$ cat config.mk
export PLATFORM = sky130hd
export DESIGN_NAME = audio_pwm
export DESIGN_NICKNAME = d
export VERILOG_FILES = /design/src/rtl/audio_pwm_pkg.sv /design/src/rtl/audio_pwm_fifo.sv /design/src/rtl/audio_pwm.sv
export SDC_FILE = /design/constraint.sdc
export NUM_CORES = 1
export LEC_CHECK = 0
export BUFFER_PORTS_ARGS = -buffer_cell sky130_fd_sc_hd__buf_2
export CORE_MARGIN = 8
export CORE_UTILIZATION = 60
export DETAILED_ROUTE_END_ITERATION = 10
export PLACE_DENSITY = 0.77
export SLEW_MARGIN = 20
export SYNTH_ARGS = -nofsm -noshare
export SYNTH_HDL_FRONTEND = slang
export SYNTH_SLANG_ARGS = --single-unit
$ cat constraint.sdc
create_clock -name clk -period 3.1 [get_ports clk]
set_input_delay 0.62 -clock clk [delete_from_list [all_inputs] [get_ports clk]]
set_output_delay 0.62 -clock clk [all_outputs]
set_load 0.005 [all_outputs]
$ cat src/rtl/audio_pwm_pkg.sv
// audio_pwm_pkg
//   Shared constants and types for the audio PWM slice.
//   DATA_W_DEF / CHANNELS_DEF / FIFO_DEPTH_DEF : default block geometry
//   frame_t                                    : one multi-channel sample frame
//                                                (channel c at [c*DATA_W +: DATA_W])
//   level_w()                                  : width of a FIFO occupancy count
package audio_pwm_pkg;

   localparam int unsigned DATA_W_DEF     = 8;
   localparam int unsigned CHANNELS_DEF   = 2;
   localparam int unsigned FIFO_DEPTH_DEF = 16;
   localparam int unsigned FRAME_W_DEF    = DATA_W_DEF * CHANNELS_DEF;

   typedef logic [FRAME_W_DEF-1:0] frame_t;

   // Occupancy needs one bit more than the address so that "full" is representable.
   function automatic int unsigned level_w(input int unsigned depth);
      return $clog2(depth) + 1;
   endfunction

endpackage

$ cat src/rtl/audio_pwm_fifo.sv
// audio_fifo
//   Single-clock, show-ahead sample-frame FIFO. pop_data always presents the
//   head entry; full/empty/level are registered.
//   Ports:
//     clk, reset      : clock, asynchronous active-high reset
//     push, push_data : write request and frame (ignored while full)
//     pop             : consume head (ignored while empty)
//     pop_data        : head frame (valid when empty is low)
//     full, empty     : registered status
//     level           : number of frames stored
module audio_fifo
   import audio_pwm_pkg::*;
#(
   parameter int unsigned WIDTH = FRAME_W_DEF,
   parameter int unsigned DEPTH = FIFO_DEPTH_DEF
) (
   input  logic                      clk,
   input  logic                      reset,
   input  logic                      push,
   input  logic [WIDTH-1:0]          push_data,
   input  logic                      pop,
   output logic [WIDTH-1:0]          pop_data,
   output logic                      full,
   output logic                      empty,
   output logic [level_w(DEPTH)-1:0] level
);

   localparam int unsigned AW = $clog2(DEPTH);
   localparam logic [AW:0] LVL_ONE     = (AW+1)'(1);
   localparam logic [AW:0] LVL_FULL_M1 = (AW+1)'(DEPTH - 1);

   logic [WIDTH-1:0] mem [DEPTH];
   logic [AW-1:0]    wr_ptr;
   logic [AW-1:0]    rd_ptr;
   logic             do_push;
   logic             do_pop;

   // Acceptance depends only on registered status, so a full FIFO refuses
   // a push even when a pop frees a slot in the same cycle.
   assign do_push  = push & ~full;
   assign do_pop   = pop & ~empty;
   assign pop_data = mem[rd_ptr];

   always_ff @(posedge clk) begin
      if (do_push) mem[wr_ptr] <= push_data;
   end

   always_ff @(posedge clk or posedge reset) begin
      if (reset) begin
         wr_ptr <= '0;
         rd_ptr <= '0;
         level  <= '0;
         full   <= 1'b0;
         empty  <= 1'b1;
      end else begin
         if (do_push) wr_ptr <= wr_ptr + 1'b1;
         if (do_pop)  rd_ptr <= rd_ptr + 1'b1;
         case ({do_push, do_pop})
            2'b10: begin
               level <= level + 1'b1;
               full  <= (level == LVL_FULL_M1);
               empty <= 1'b0;
            end
            2'b01: begin
               level <= level - 1'b1;
               empty <= (level == LVL_ONE);
               full  <= 1'b0;
            end
            default: ;
         endcase
      end
   end

endmodule

$ cat src/rtl/audio_pwm.sv
// audio_pwm
//   Multi-channel PWM audio output fed from a frame FIFO. A free-running
//   DATA_W-bit counter defines a 2^DATA_W-cycle period; at the last count the
//   FIFO head is loaded into the duty registers (or underrun pulses and the
//   old duty is held). pwm_out[c] is registered (cnt < duty[c]).
//   Optional build macro AUDIO_PWM_VOLUME_EN adds a 3-bit volume input that
//   right-shifts each sample at load.
//   Ports:
//     clk, reset    : clock, asynchronous active-high reset
//     sample_valid  : frame offered this cycle
//     sample_data   : frame, channel c at [c*DATA_W +: DATA_W]
//     sample_ready  : FIFO not full
//     pwm_out       : one PWM bit per channel
//     fifo_level    : frames buffered
//     underrun      : one-cycle pulse when a load finds the FIFO empty
//     volume        : (AUDIO_PWM_VOLUME_EN only) attenuation shift
module audio_pwm
   import audio_pwm_pkg::*;
#(
   parameter int unsigned DATA_W     = DATA_W_DEF,
   parameter int unsigned CHANNELS   = CHANNELS_DEF,
   parameter int unsigned FIFO_DEPTH = FIFO_DEPTH_DEF
) (
   input  logic                           clk,
   input  logic                           reset,
   input  logic                           sample_valid,
   input  logic [CHANNELS*DATA_W-1:0]     sample_data,
   output logic                           sample_ready,
   output logic [CHANNELS-1:0]            pwm_out,
   output logic [$clog2(FIFO_DEPTH):0]    fifo_level,
   output logic                           underrun
`ifdef AUDIO_PWM_VOLUME_EN
   ,
   input  logic [2:0]                     volume
`endif
);

   logic [DATA_W-1:0]          cnt;
   logic [DATA_W-1:0]          duty      [CHANNELS];
   logic [DATA_W-1:0]          next_duty [CHANNELS];
   logic [CHANNELS*DATA_W-1:0] head;
   logic                       full;
   logic                       empty;
   logic                       load;
   logic                       pop;

   assign load         = (cnt == '1);
   assign pop          = load & ~empty;
   assign sample_ready = ~full;

   audio_fifo #(
      .WIDTH (CHANNELS * DATA_W),
      .DEPTH (FIFO_DEPTH)
   ) u_fifo (
      .clk       (clk),
      .reset     (reset),
      .push      (sample_valid),
      .push_data (sample_data),
      .pop       (pop),
      .pop_data  (head),
      .full      (full),
      .empty     (empty),
      .level     (fifo_level)
   );

   always_comb begin
      for (int unsigned c = 0; c < CHANNELS; c++) begin
`ifdef AUDIO_PWM_VOLUME_EN
         next_duty[c] = head[c*DATA_W +: DATA_W] >> volume;
`else
         next_duty[c] = head[c*DATA_W +: DATA_W];
`endif
      end
   end

   // Duty is written on the edge that wraps cnt to 0, so the new value governs
   // the whole following period; pwm_out lags cnt by one cycle.
   always_ff @(posedge clk or posedge reset) begin
      if (reset) begin
         cnt      <= '0;
         underrun <= 1'b0;
         pwm_out  <= '0;
         for (int unsigned c = 0; c < CHANNELS; c++) duty[c] <= '0;
      end else begin
         cnt      <= cnt + 1'b1;
         underrun <= load & empty;
         for (int unsigned c = 0; c < CHANNELS; c++) begin
            if (pop) duty[c] <= next_duty[c];
            pwm_out[c] <= (cnt < duty[c]);
         end
      end
   end

endmodule

=== Yosys cells after proc, flatten, opt, wreduce, memory -nomap -nowiden ===
Memory sizes are Yosys's and may differ from the RTL's. A register that Yosys moved wholly into a read port is not among the register bits.
Cells that the tools add are included.

* Flip-flop bits (word level): 26
* Latch bits: 0
* RAM bits: 256
* Memory bits (read-only): 0
* Input bits: 19
* Output and inout port bits: 9
* Word-level logic and storage cells: 33
* Memories: 1

* $add $sub $neg: 5
* $mul: 0
* Divide/modulo/power cells: 0
* Order comparisons: 2
* Eq/ne operators: 5
* Shift-type cells: 0
* Muxes and demuxes: 5
* Bitwise logic cells: 6
* Reductions and logical operators: 1

{| class="wikitable"
|+ Memory list
! memory !! words !! width !! read ports !! clocked after Yosys merged registers in !! wr ports !! RTL line !! RTL
|-
| u_fifo.mem || 16 || 16 || 1 || 1 || 1 || audio_pwm_fifo.sv:32 || <nowiki>logic [WIDTH-1:0] mem [DEPTH];</nowiki>
|}

{| class="wikitable"
|+ Operator list
! cell !! number
|-
| 8-bit < comparator || 2
|-
| 5-bit case mux with 2 select lines || 1
|-
| 4-bit by 1-bit adder with 4-bit output, second input constant || 2
|-
| 8-bit by 1-bit adder with 8-bit output, second input constant || 1
|-
| 8-bit == test, second input constant || 1
|-
| 5-bit by 1-bit adder with 5-bit output, second input constant || 1
|-
| 5-bit by 1-bit == test with 1-bit output, second input constant || 1
|-
| 5-bit by 4-bit == test with 1-bit output, second input constant || 1
|-
| 5-bit by 1-bit subtractor with 5-bit output, second input constant || 1
|-
| 1-bit AND || 4
|-
| 1-bit case mux with 2 select lines || 2
|-
| 2-bit by 1-bit == test with 1-bit output, second input constant || 1
|-
| 2-bit == test, second input constant || 1
|-
| 1-bit 2-to-1 mux || 2
|-
| 1-bit inverter || 2
|-
| 2-bit nonzero test || 1
|}

=== Longest topological paths before layout ===
* Depth in word-level cells: 5
* Depth in mapped cells: 10
* Depth with buffers taken out: 7

=== Modules after synthesis ===
Synthesis repeated with hierarchy kept, for this count alone.

* Cell total of the unflattened synthesis: 602
* Area, all modules: 11910.2 um^2

{| class="wikitable"
|+ Modules (own cells, without submodules)
! module !! times used !! cells each !! area each (um^2) !! seq. area each (um^2)
|-
| audio_fifo || 1 || 491 || 10536.4 || 8064.0
|-
| audio_pwm || 1 || 111 || 1373.8 || 675.6
|}

=== Worst setup path before layout ===
OpenSTA, ideal clock, no wires.

* Kind: reg2reg
* Start: register cnt[1]
* End: register u_fifo.level[3]
* Data arrival time: 2.469 ns
* Path slack: 0.552 ns
* Stages on the path, launching flop included: 11
* Buffers on the path: 3
* Cells stage by stage: dfrtp_1 > ha_1 > and3_1 > and4_1 > buf_4 > buf_4 > ha_1 > buf_2 > or4b_2 > a21oi_1 > xor2_1

* Word-level cells in the longest chain between the ends: 5

{| class="wikitable"
|+ Ends and longest elaborated chain
! item !! RTL line !! RTL
|-
| start, declared || audio_pwm.sv:38 || <nowiki>logic [DATA_W-1:0] cnt;</nowiki>
|-
| start signal, assigned || audio_pwm.sv:85 || <nowiki>cnt <= cnt + 1'b1;</nowiki>
|-
| 8-bit == test (*) || audio_pwm.sv:47 || <nowiki>assign load = (cnt == '1);</nowiki>
|-
| 1-bit AND (*) || audio_pwm.sv:48 || <nowiki>assign pop = load & ~empty;</nowiki>
|-
| net pop || audio_pwm.sv:45 || <nowiki>logic pop;</nowiki>
|-
| 1-bit AND (*) || audio_pwm_fifo.sv:41 || <nowiki>assign do_pop = pop & ~empty;</nowiki>
|-
| 2-bit by 1-bit == test with 1-bit output or 2-bit == test (tied branches) || audio_pwm_fifo.sv:58 || <nowiki>case ({do_push, do_pop})</nowiki>
|-
| 5-bit case mux with 2 select lines or 2-bit nonzero test (tied branches) || - ||
|-
| end signal, assigned || audio_pwm_fifo.sv:60 || <nowiki>level <= level + 1'b1;</nowiki>
|-
| end signal, assigned || audio_pwm_fifo.sv:65 || <nowiki>level <= level - 1'b1;</nowiki>
|-
| end, declared || audio_pwm_fifo.sv:25 || <nowiki>output logic [level_w(DEPTH)-1:0] level</nowiki>
|}

The timed path passes the listed nets; every way through them passes the cells marked *.
A chain may end at the register's enable or synchronous reset.

=== Final worst setup path ===
* Start: register cnt[0]
* End: register duty[10] in the netlist's numbering, read port of u_fifo.mem

* Word-level cells in the longest chain between the ends: 2

{| class="wikitable"
|+ Ends and longest elaborated chain
! item !! RTL line !! RTL
|-
| 8-bit == test || audio_pwm.sv:47 ||
|-
| 1-bit AND || audio_pwm.sv:48 ||
|-
| end, declared || audio_pwm.sv:39 || <nowiki>logic [DATA_W-1:0] duty [CHANNELS];</nowiki>
|}

No other way between the ends.

==> metrics.cfg <==
[place]
gp_congestion = 0.762
place_inst = 890
hpwl_um = 13800
portBuffers = 27

[die]
core_um2 = 19500
initial_core_util_pct = 61.2
num_io_pins = 28
fp-row-count = 51
die_h_um = 157
fp.dieW_um = 157
fp.dieArea_um2 = 24700

[setup_path]
cp_max_fo = 38
reg2reg_slack_ns = 0.66
r2r_cells = 7
r2r_start = cnt[0]$_DFF_PP0_
r2r_end = duty[10]$_DFFE_PP0P_
arrival_ns = 2.82
cp-endpoint = duty[10]$_DFFE_PP0P_
critPathLaunch = cnt[0]$_DFF_PP0_
endpoint_kind = register
crit_required_ns = 3.48
cp-start-kind = register
crit_type = reg -> reg

[status]
outcome = finished clean

[global_route]
overflow = 0
grt_max_degree = 43
grt_pass1_vias = 5964
grt_pass1_wl_um = 35900
antenna_found_initial = 0
track_usage_pct = 19.8

[routing]
postRouteAntennaNets = 0
drc = 0
firstDrtPassIters = 5
viasPerCell = 6.18
vias = 5810
wl_um = 23600
drt_iter0_drc = 427
wl_per_cell_um = 25.2

[logic_synthesis]
synthCells = 603
ys_seq_area_share_pct = 73.1
synth.cell_area_um2 = 12000
synth-xor-area-share_pct = 1.10
synth_nets = 648
syn_avg_cell_area_um2 = 19.8
synth_top_family_by_area = multiplexers
synth_cell_types = 41
synth_compound_area_share_pct = 3.74
synth_simple_gate_area_share_pct = 3.25
yosys.area_share.adder_pct = 2.72
ys_warn_count = 0
synth_mux_area_share_pct = 13.6
yosys_register_bits = 298

[cts]
cts_sinks = 298
clkTransAtPathRegs_ns = 0.06
cts_setup_buffers = 0
tritoncts = yes
postCtsHoldBufs = 0
clkLatencyLatePin_ns = 0.53
cts_root_buf = clkbuf_16
htree_num_levels = 1
post_cts_resize_count = 0
cts_buffers = 29
clk_path_buf_depth = 3

[sta]
maxSlewHeadroom_pct = 42.0
rsz0062_at_grt = false
min_period_over_period_pct = 78.8
maxSlewViolCount = 0
tns_ns = 0
skew_ns = 0.0111
clock.fmax_ghz = 0.409
finalHoldViolCount = 0
period_needed_ns = 2.44
setup_viol = 0
worst_pin_slew_ns = 0.868

[layout]
fill_cells = 1252
final_nets = 701
finalNonFillerCells = 940
syn_to_final_growth_pct = 11.0
multi_input_area_um2 = 2910
diodes = 0
regArea_um2 = 8740
drive_above_1_share_pct = 24.4

[run]
drv_cap = 0

[power]
ir_drop_uv = 518
p_leak_uw = 0.00446
power_density_nw_per_um2 = 659

[worst_hold_path]
hp-class = in -> async

-- how the worst min path moves through the flow --
stage,start,to,cells after the start,slack [ns]
finish,reset,pwm_out[0]$_DFF_PP0_,2,0.27
floorplan,cnt[0]$_DFF_PP0_,cnt[0]$_DFF_PP0_,1,0.45
global placement,cnt[0]$_DFF_PP0_,cnt[0]$_DFF_PP0_,1,0.46
detailed placement,u_fifo.empty$_DFFE_PP1P_,u_fifo.empty$_DFFE_PP1P_,2,0.49
global route,reset,pwm_out[0]$_DFF_PP0_,2,0.35
CTS,reset,u_fifo.level[0]$_DFFE_PP0P_,2,0.29
-- routing by layer --
metal | vias to the layer above | track usage [%] | wire [um] | part of all wire, %
li1 | 2522 | - | - | -
met1 | 3034 | 27.3 | 9940 | 42
met2 | 208 | 31.9 | 11500 | 49
met3 | 46 | 3.07 | 1460 | 6.2
met4 | 0 | 7.30 | 769 | 3.3
met5 | - | 0 | 0 | 0
-- kinds of logic after synthesis --
family,Yosys count
flip-flops,298
XOR/XNOR,15
AND/OR/NAND/NOR,75
buffers and inverters,53
multiplexers,82
adder cells (fa/ha/maj),26
AO/OA/AOI/OAI,54
-- synthesized netlist by cell type --
cell,number,area [um^2]
edfxtp_1,256,7690
mux4_2,64,1440
dfrtp_1,41,1030
ha_1,26,325
inv_1,24,90.1
nor2_1,24,90.1
and2_1,17,106
mux2i_1,17,170
o22ai_1,17,106
buf_2,13,65.1
nand2_1,11,41.3
a221oi_2,10,150
xnor2_1,9,78.8
a21o_1,7,52.6
a221oi_1,6,52.6
xor2_1,6,52.6
a21oi_1,5,25.0
buf_4,5,37.5
and3_1,4,25.0
nand3_1,4,20.0
nand4_1,4,25.0
o21ai_0,4,20.0
a211oi_1,3,22.5
buf_6,3,33.8
clkbuf_1,3,11.3
nand2b_1,3,18.8
buf_8,2,30.0
o31a_1,2,17.5
and3b_1,1,8.76
and4_1,1,8.76
buf_1,1,3.75
buf_12,1,20.0
clkbuf_2,1,5.00
dfstp_2,1,26.3
mux2_2,1,11.3
nand4b_1,1,8.76
nor2b_1,1,6.26
nor3_1,1,5.00
nor3b_1,1,7.51
or2_2,1,6.26
or4b_2,1,10.0
-- critical path, stage by stage (launching register included) --
cell and delay (ns):
dfrtp_1 0.40, ha_1 0.20, and3_1 0.21, and4_1 0.23, buf_4 0.41, and2_1 0.45
buf_4 0.28, a221oi_2 0.08
-- through the flow --
step	hold slack (ns)	util [%]	setup slack, ns	instance area (um^2)	power [uW]
final	0.274	68.0	0.658	13300	8750
after global routing	0.347	68.0	0.449	13300	9060
after CTS	0.287	68.0	0.657	13300	8810
after detailed placement	0.492	63.8	0.592	12500	5780
after global placement	0.464	63.8	0.657	12500	5720
after floorplan	0.447	-	0.552	12000	5370
-- power breakdown --
group | switching, uW | internal [uW] | total, uW
logic | 514 | 282 | 796
clock network | 1350 | 1700 | 3050
registers | 149 | 4760 | 4910
total | 2010 | 6740 | 8750
-- state kept, by name, indices dropped and copies added, names as in the netlist, 2 cells and up --
register / count
u_fifo.wr_ptr: 4
u_fifo.rd_ptr: 4
cnt: 8
u_fifo.level: 5
duty: 16
pwm_out: 2
u_fifo.mem: 256
-- layout by cell type, fill, tap and decap left out, types with 2 or more instances in the layout --
master and n:
edfxtp_1 256, mux4_2 64, dfrtp_1 39, clkbuf_16 29, buf_2 27, ha_1 26, nor2_1 24, inv_1 23
buf_4 19, o22ai_1 17, mux2i_1 17, and2_1 17, nand2_1 11, a221oi_2 10, xnor2_1 9, clkinv_1 9
clkbuf_1 8, a21o_1 7, xor2_1 6, a221oi_1 6, a21oi_1 5, buf_12 5, o21ai_0 4, and3_1 4
nand3_1 4, nand4_1 4, nand2b_1 3, a211oi_1 3, clkinv_2 3, o31a_1 2
-- layout make-up --
class                      instances  share of cell area (%)
sequential                       298                    65.9
tap                              265                    2.50
clock inverter                    13                   0.424
multi-input combinational        252                    22.0
inverter                          24                   0.679
clock buffer                      37                    5.69
timing repair buffer              51                    2.85
Power figures use the tool's default switching activity.
